File: src/rtl/id_stage_if.sv
// rtl/id_stage_if.sv - ID->EX pipeline register bundle
interface id_stage_if;
  logic        valid_ex;
  logic [31:0] inst_ex;
  logic [31:2] pc_ex;
  logic [31:0] rs1_data_ex;
  logic [31:0] rs2_data_ex;
  logic [31:0] imm_ex;
  logic [4:0]  rd_adr_ex;
  logic        wbk_en_ex;
  logic        cmd_ld_ex;
  logic        cmd_st_ex;

  modport master (
    output valid_ex, inst_ex, pc_ex, rs1_data_ex, rs2_data_ex,
           imm_ex, rd_adr_ex, wbk_en_ex, cmd_ld_ex, cmd_st_ex
  );

  modport slave (
    input valid_ex, inst_ex, pc_ex, rs1_data_ex, rs2_data_ex,
          imm_ex, rd_adr_ex, wbk_en_ex, cmd_ld_ex, cmd_st_ex
  );
endinterface

File: src/rtl/id_stage.sv
// rtl/id_stage.sv - RV32I decode stage: regfile, immediate, load-use hazard, ID->EX register
// Optional macro ID_WB_BYPASS_EN: same-cycle writeback data is forwarded to the read ports.
module id_stage #(
  parameter logic [31:0] NOP_INST = 32'h0000_0013
) (
  input  logic        clk,
  input  logic        rst_n,
  input  logic [31:0] inst_id,
  input  logic [31:2] pc_id,
  input  logic        jmp_flush,
  input  logic        rst_pipe,
  input  logic        stall,
  input  logic        wbk_en,
  input  logic [4:0]  wbk_adr,
  input  logic [31:0] wbk_data,
  output logic        stall_ld,
  output logic        stall_ld_ex,
  id_stage_if.master  ex
);

  localparam logic [6:0] OPC_LOAD   = 7'b000_0011;
  localparam logic [6:0] OPC_STORE  = 7'b010_0011;
  localparam logic [6:0] OPC_BRANCH = 7'b110_0011;
  localparam logic [6:0] OPC_JALR   = 7'b110_0111;
  localparam logic [6:0] OPC_JAL    = 7'b110_1111;
  localparam logic [6:0] OPC_OPIMM  = 7'b001_0011;
  localparam logic [6:0] OPC_OP     = 7'b011_0011;
  localparam logic [6:0] OPC_LUI    = 7'b011_0111;
  localparam logic [6:0] OPC_AUIPC  = 7'b001_0111;
  localparam logic [6:0] OPC_SYSTEM = 7'b111_0011;

  typedef struct packed {
    logic        valid;
    logic [31:0] inst;
    logic [31:2] pc;
    logic [31:0] rs1_data;
    logic [31:0] rs2_data;
    logic [31:0] imm;
    logic [4:0]  rd;
    logic        wbk_en;
    logic        cmd_ld;
    logic        cmd_st;
  } ex_t;

  localparam ex_t EX_BUBBLE = '{
    valid:    1'b0,
    inst:     NOP_INST,
    pc:       30'd0,
    rs1_data: 32'd0,
    rs2_data: 32'd0,
    imm:      32'd0,
    rd:       5'd0,
    wbk_en:   1'b0,
    cmd_ld:   1'b0,
    cmd_st:   1'b0
  };

  logic [4:0]  rs1;
  logic [4:0]  rs2;
  logic [4:0]  rd;
  logic [6:0]  opcode;
  logic        sgn;

  assign rs1    = inst_id[19:15];
  assign rs2    = inst_id[24:20];
  assign rd     = inst_id[11:7];
  assign opcode = inst_id[6:0];
  assign sgn    = inst_id[31];

  // Register file: x0 is never written and is forced to zero on read.
  logic [31:0] rf [32];
  logic [31:0] rs1_data;
  logic [31:0] rs2_data;

  always_ff @(posedge clk) begin
    if (wbk_en && (wbk_adr != 5'd0)) begin
      rf[wbk_adr] <= wbk_data;
    end
  end

  always_comb begin
    rs1_data = (rs1 == 5'd0) ? 32'd0 : rf[rs1];
    rs2_data = (rs2 == 5'd0) ? 32'd0 : rf[rs2];
`ifdef ID_WB_BYPASS_EN
    if (wbk_en && (wbk_adr != 5'd0) && (wbk_adr == rs1)) rs1_data = wbk_data;
    if (wbk_en && (wbk_adr != 5'd0) && (wbk_adr == rs2)) rs2_data = wbk_data;
`endif
  end

  logic [31:0] imm;
  logic        rs1_used;
  logic        rs2_used;
  logic        writes_rd;
  logic        is_ld;
  logic        is_st;

  always_comb begin
    imm       = 32'd0;
    rs1_used  = 1'b1;
    rs2_used  = 1'b0;
    writes_rd = 1'b0;
    is_ld     = 1'b0;
    is_st     = 1'b0;
    case (opcode)
      OPC_LOAD: begin
        imm       = {{20{sgn}}, inst_id[31:20]};
        writes_rd = 1'b1;
        is_ld     = 1'b1;
      end
      OPC_OPIMM, OPC_JALR, OPC_SYSTEM: begin
        imm       = {{20{sgn}}, inst_id[31:20]};
        writes_rd = 1'b1;
      end
      OPC_STORE: begin
        imm      = {{20{sgn}}, inst_id[31:25], inst_id[11:7]};
        rs2_used = 1'b1;
        is_st    = 1'b1;
      end
      OPC_BRANCH: begin
        imm      = {{19{sgn}}, sgn, inst_id[7], inst_id[30:25], inst_id[11:8], 1'b0};
        rs2_used = 1'b1;
      end
      OPC_OP: begin
        rs2_used  = 1'b1;
        writes_rd = 1'b1;
      end
      OPC_LUI, OPC_AUIPC: begin
        imm       = {inst_id[31:12], 12'h000};
        rs1_used  = 1'b0;
        writes_rd = 1'b1;
      end
      OPC_JAL: begin
        imm       = {{11{sgn}}, sgn, inst_id[19:12], inst_id[20], inst_id[30:21], 1'b0};
        rs1_used  = 1'b0;
        writes_rd = 1'b1;
      end
      default: ;
    endcase
  end

  ex_t ex_q;
  ex_t ex_dec;
  logic run;

  always_comb begin
    ex_dec          = EX_BUBBLE;
    ex_dec.valid    = 1'b1;
    ex_dec.inst     = inst_id;
    ex_dec.pc       = pc_id;
    ex_dec.rs1_data = rs1_data;
    ex_dec.rs2_data = rs2_data;
    ex_dec.imm      = imm;
    ex_dec.rd       = rd;
    ex_dec.wbk_en   = writes_rd && (rd != 5'd0);
    ex_dec.cmd_ld   = is_ld;
    ex_dec.cmd_st   = is_st;
  end

  assign stall_ld = ex_q.valid && ex_q.cmd_ld && (ex_q.rd != 5'd0) &&
                    ((rs1_used && (rs1 == ex_q.rd)) || (rs2_used && (rs2 == ex_q.rd)));

  // run stays low for the first edge after reset so that edge always issues a bubble.
  always_ff @(posedge clk or negedge rst_n) begin
    if (!rst_n) begin
      ex_q        <= EX_BUBBLE;
      run         <= 1'b0;
      stall_ld_ex <= 1'b0;
    end else begin
      run <= 1'b1;
      if (rst_pipe) begin
        stall_ld_ex <= 1'b0;
      end else if (!stall) begin
        stall_ld_ex <= stall_ld;
      end
      if (rst_pipe || jmp_flush || !run) begin
        ex_q <= EX_BUBBLE;
      end else if (stall) begin
        ex_q <= ex_q;
      end else if (stall_ld) begin
        ex_q <= EX_BUBBLE;
      end else begin
        ex_q <= ex_dec;
      end
    end
  end

  assign ex.valid_ex    = ex_q.valid;
  assign ex.inst_ex     = ex_q.inst;
  assign ex.pc_ex       = ex_q.pc;
  assign ex.rs1_data_ex = ex_q.rs1_data;
  assign ex.rs2_data_ex = ex_q.rs2_data;
  assign ex.imm_ex      = ex_q.imm;
  assign ex.rd_adr_ex   = ex_q.rd;
  assign ex.wbk_en_ex   = ex_q.wbk_en;
  assign ex.cmd_ld_ex   = ex_q.cmd_ld;
  assign ex.cmd_st_ex   = ex_q.cmd_st;

endmodule

File: src/flat_wrapper.sv
// flat-port wrapper written by rule: the top's interface ports become plain ports
module id_stage_flat 
#(
  parameter logic [31:0] NOP_INST = 32'h0000_0013
)
  (clk, rst_n, inst_id, pc_id, jmp_flush, rst_pipe, stall, wbk_en, wbk_adr, wbk_data, stall_ld, stall_ld_ex, ex_valid_ex, ex_inst_ex, ex_pc_ex, ex_rs1_data_ex, ex_rs2_data_ex, ex_imm_ex, ex_rd_adr_ex, ex_wbk_en_ex, ex_cmd_ld_ex, ex_cmd_st_ex);
  id_stage_if ex_i ();
  input  logic clk;
  input  logic rst_n;
  input  logic [31:0] inst_id;
  input  logic [31:2] pc_id;
  input  logic jmp_flush;
  input  logic rst_pipe;
  input  logic stall;
  input  logic wbk_en;
  input  logic [4:0] wbk_adr;
  input  logic [31:0] wbk_data;
  output logic stall_ld;
  output logic stall_ld_ex;
  output wire logic [$bits(ex_i.valid_ex)-1:0] ex_valid_ex;
  output wire logic [$bits(ex_i.inst_ex)-1:0] ex_inst_ex;
  output wire logic [$bits(ex_i.pc_ex)-1:0] ex_pc_ex;
  output wire logic [$bits(ex_i.rs1_data_ex)-1:0] ex_rs1_data_ex;
  output wire logic [$bits(ex_i.rs2_data_ex)-1:0] ex_rs2_data_ex;
  output wire logic [$bits(ex_i.imm_ex)-1:0] ex_imm_ex;
  output wire logic [$bits(ex_i.rd_adr_ex)-1:0] ex_rd_adr_ex;
  output wire logic [$bits(ex_i.wbk_en_ex)-1:0] ex_wbk_en_ex;
  output wire logic [$bits(ex_i.cmd_ld_ex)-1:0] ex_cmd_ld_ex;
  output wire logic [$bits(ex_i.cmd_st_ex)-1:0] ex_cmd_st_ex;
  assign ex_valid_ex = ex_i.valid_ex;
  assign ex_inst_ex = ex_i.inst_ex;
  assign ex_pc_ex = ex_i.pc_ex;
  assign ex_rs1_data_ex = ex_i.rs1_data_ex;
  assign ex_rs2_data_ex = ex_i.rs2_data_ex;
  assign ex_imm_ex = ex_i.imm_ex;
  assign ex_rd_adr_ex = ex_i.rd_adr_ex;
  assign ex_wbk_en_ex = ex_i.wbk_en_ex;
  assign ex_cmd_ld_ex = ex_i.cmd_ld_ex;
  assign ex_cmd_st_ex = ex_i.cmd_st_ex;
  id_stage #(.NOP_INST(NOP_INST)) u_core (.clk(clk), .rst_n(rst_n), .inst_id(inst_id), .pc_id(pc_id), .jmp_flush(jmp_flush), .rst_pipe(rst_pipe), .stall(stall), .wbk_en(wbk_en), .wbk_adr(wbk_adr), .wbk_data(wbk_data), .stall_ld(stall_ld), .stall_ld_ex(stall_ld_ex), .ex(ex_i));
endmodule
File: config.mk
export PLATFORM = sky130hd
export DESIGN_NAME = id_stage_flat
export DESIGN_NICKNAME = d
export VERILOG_FILES = /design/src/rtl/id_stage_if.sv /design/src/rtl/id_stage.sv /design/src/flat_wrapper.sv
export SDC_FILE = /design/constraint.sdc
export NUM_CORES = 1
export LEC_CHECK = 0
export ABC_AREA = 1
export CELL_PAD_IN_SITES_DETAIL_PLACEMENT = 0
export CELL_PAD_IN_SITES_GLOBAL_PLACEMENT = 1
export CORE_MARGIN = 8
export CORE_UTILIZATION = 25
export CTS_CLUSTER_DIAMETER = 60
export DETAILED_ROUTE_END_ITERATION = 10
export DONT_BUFFER_PORTS = 1
export PLACE_DENSITY_LB_ADDON = 0.1
export SKIP_CTS_REPAIR_TIMING = 1
export SLEW_MARGIN = 15
export SYNTH_ARGS = -nofsm -noshare
export SYNTH_HDL_FRONTEND = slang
export SYNTH_SLANG_ARGS = --single-unit
File: constraint.sdc
create_clock -name clk -period 1.7 [get_ports clk]
set_clock_uncertainty 0.15 [all_clocks]
set_input_delay 0.17 -clock clk [delete_from_list [all_inputs] [get_ports clk]]
set_output_delay 0.17 -clock clk [all_outputs]
set_load 0.01 [all_outputs]
==> impl_metrics.csv <==
group,metric,value,unit
status,status,"finished, violations left",
status,violations,"hold timing, slew limit, setup timing",
yosys,synth_async_sr_flop_share,13.8,%
clock_tree,insertion_delay,0.83,ns
yosys,synth_edf_count,1024,
clock_tree,numClockSinks,1188,
detailed_routing,vias,50600,
power_and_ir_drop,irDropWorstVdd,1.03,mV
yosys,yosys.area_share.adder,0,%
placement,dp_slack,-0.562,ns
placement,dp_hpwl,156000,um
grt,overflow,0,
critical_path,start_kind,"flop",
detailed_routing,routed_via_density,4.87,
run,maxCapViolCount,0,
critical_path,slowest_delay,0.43,ns
critical_path,cp_top_family,"simple AND/OR/NAND/NOR gates",
yosys,synthesis.area,59900,um^2
sta,rsz0062_at_grt,"true",
sta,finalMaxSlewViolations,135,
critical_path,crit_path_top_delay_cell,"dfrtp_2",
cells_and_area,nets,7181,
detailed_routing,ant_nets,0,
floorplan,core,238000,um^2
yosys,synthXorXnorAreaFrac,0.102,%
detailed_routing,wl_per_cell,27.9,um
floorplan,ios,274,
yosys,yosys_warnings,0,
detailed_routing,first_pass_iters,6,
sta,period_share,142,%
floorplan,die_area,256000,um^2
yosys,synthMuxAreaShare,0,%
floorplan,num_rows,179,
sta,max_freq,0.413,GHz
critical_path,critPathCaptureType,"output pin",
floorplan,initial_core_util,25.2,%
critical_path,path_class,"flop to output pin",
clock_tree,path_clk_slew,0.06,ns
clock_tree,clk_path_buf_depth,3,
yosys,syn_inst,6765,
detailed_routing,drc,0,
critical_path,path_cells,"inv_2 -> nand2_1 -> nand2_1 -> nand3_2 -> nor2_2 -> nand3_2 -> nand2_4 -> nand2_8 -> buf_12 -> clkinv_8",
critical_path,crit_required,1.38,ns
floorplan,die_h,506,um
yosys,synth-compound-area-share,12.5,%
sta,timing.hold.ws,-1.10,ns
clock_tree,cts_inserted_buffers,162,
sta,timing.slew.headroom,-25.1,%
critical_path,cp.arrival,2.10,ns
detailed_routing,wl,290000,um
sta,fin_ws,-0.722,ns
yosys,ys_types,40,
placement,place_congestion,0.764,
yosys,synth_flop_cell,"edfxtp_1",
yosys,ys_seq_elements,1188,
sta,tightest_slew,1.88,ns
clock_tree,cts-htree-levels,4,
clock_tree,root_buffer,"clkbuf_16",
grt,grt_max_degree,800,
grt,track_usage,20.5,%
critical_path,cp_num_buf_inv,3,
critical_path,path_max_fanout,5,
yosys,ys_seq_area_share,58.2,%
clock_tree,cts_tree,"yes",
grt,grt_pass1_vias,47500,
sta,hold_viol,238,
yosys,syn_avg_cell_area,8.86,um^2
detailed_routing,drt_iter0_drc,4293,
power_and_ir_drop,leakagePower,0.0307,uW
power_and_ir_drop,power,75200,uW
floorplan,die_x,506,um
cells_and_area,drive_above_1_share,11.3,%
yosys,synth_simple_gate_area_share,20.3,%
sta,setup_viol,242,
cells_and_area,area_growth,26.8,%
grt,grt_pass1_wl,379000,um
sta,min_period,2.42,ns
placement,post-place-cells,9841,
yosys,synth_top_family_by_area,"simple AND/OR/NAND/NOR gates",
grt,antenna_found_initial,10,
min_path,hold_class,"input pin to async pin",
power_and_ir_drop,powerDensity,989,nW/um^2
placement,io_buffers,0,
cells_and_area,fin_cells,10400,
[cell type report]
class / count / area, um^2
tap: 3167 / 3960
timing repair buffer: 586 / 8110
sequential: 1188 / 34900
antenna: 5 / 12.5
fill: 24500 / 162000
clock buffer: 219 / 4500
multi-input combinational: 4300 / 20400
clock inverter: 80 / 971
inverter: 838 / 3210
[cell families after synthesis]
family / count (synthesis)
XOR/XNOR: 7
other: 2
AO/OA/AOI/OAI: 1315
flip-flops: 1188
AND/OR/NAND/NOR: 2945
buffers and inverters: 1308
[where the power goes]
group	total, uW	internal [uW]	leakage [uW]	switching [uW]
Sequential	32400	32100	0.0115	232
Combinational	7540	2600	0.0165	4940
Clock	35300	21000	0.00265	14200
[layout by cell type, fill, tap and decap left out, types with 29 or more instances in the layout]
cell,n
nand2_1,1771
inv_1,816
nor2_4,29
edfxtp_1,1024
clkbuf_16,192
dlygate4sd3_1,143
a21oi_1,407
conb_1,33
o21ai_0,483
o21ai_1,56
nand3_1,729
nor2_1,346
clkbuf_1,39
o211ai_1,254
o21bai_1,65
buf_4,185
dfrtp_1,154
buf_12,201
[stage by stage]
| stage | utilization [%] | hold slack [ns] | TNS (ns) | instance area (um^2) |
|---|---|---|---|---|
| finish | 31.9 | -1.10 | -56.71 | 76000 |
| global route | 31.9 | -1.15 | -77.11 | 76000 |
| CTS | 30.4 | -1.16 | -29.68 | 72300 |
| detailed placement | 28.1 | -0.252 | -87.42 | 66800 |
| global placement | 28.1 | -0.252 | -81.64 | 66800 |
| floorplan | - | -0.276 | -155.09 | 60400 |
[flip-flops by register name, indices dropped and copies added, names as in the netlist]
name,count
u_core.ex.pc_ex,30
u_core.ex.inst_ex,28
u_core.run,1
u_core.rf,1024
u_core.ex.rs2_data_ex,32
u_core.ex.rd_adr_ex,4
u_core.ex.valid_ex,1
u_core.ex.imm_ex,32
u_core.ex.cmd_ld_ex,1
u_core.ex.rs1_data_ex,32
u_core.ex.cmd_st_ex,1
u_core.stall_ld_ex,1
u_core.ex.wbk_en_ex,1
[layer usage]
metal	part of all wire [%]	wire [um]	track usage, %	up-vias
li1	-	-	-	23300
met1	45	130000	27.6	25300
met2	47	137000	34.3	1609
met3	5.5	15900	3.72	337
met4	2.2	6420	4.61	0
met5	0	0	0	-
[synthesized netlist by cell type (4+ instances only)]
master | number | share of area, %
o22ai_1 | 27 | 0.28
a21oi_1 | 407 | 3.4
edfxtp_1 | 1024 | 51
inv_1 | 824 | 5.2
buf_2 | 175 | 1.5
xnor2_1 | 4 | 0.058
nor2_1 | 376 | 2.4
buf_4 | 31 | 0.39
o21bai_1 | 68 | 0.85
buf_6 | 20 | 0.38
nand3_1 | 750 | 6.3
o21ai_0 | 523 | 4.4
buf_1 | 78 | 0.49
o21ai_1 | 25 | 0.21
o21ai_2 | 4 | 0.058
nand4_1 | 8 | 0.084
dfrtp_1 | 161 | 6.7
nor3_1 | 20 | 0.17
nand2_1 | 1775 | 11
inv_2 | 11 | 0.069
o211ai_1 | 254 | 3.2
clkbuf_1 | 166 | 1.0
[final timing paths]
kind	cells past startpoint	startpoint	slack, ns	end
worst max-delay path	10	u_core.ex.rd_adr_ex[1]	-0.72	stall_ld
worst min-delay path	0	rst_n	-1.10	u_core.ex.rs2_data_ex[2]
worst max register to register	13	u_core.ex.rd_adr_ex[1]	-0.44	u_core.ex.rs1_data_ex[24]
worst min register to register	2	u_core.ex.inst_ex[4]	0.39	u_core.ex.inst_ex[4]
max in group asynchronous	0	rst_n	1.79	u_core.ex.rs1_data_ex[7]
min in group clk	4	inst_id[19]	-0.47	u_core.ex.rs1_data_ex[3]
Note: power is estimated with default switching activity, not from simulation.
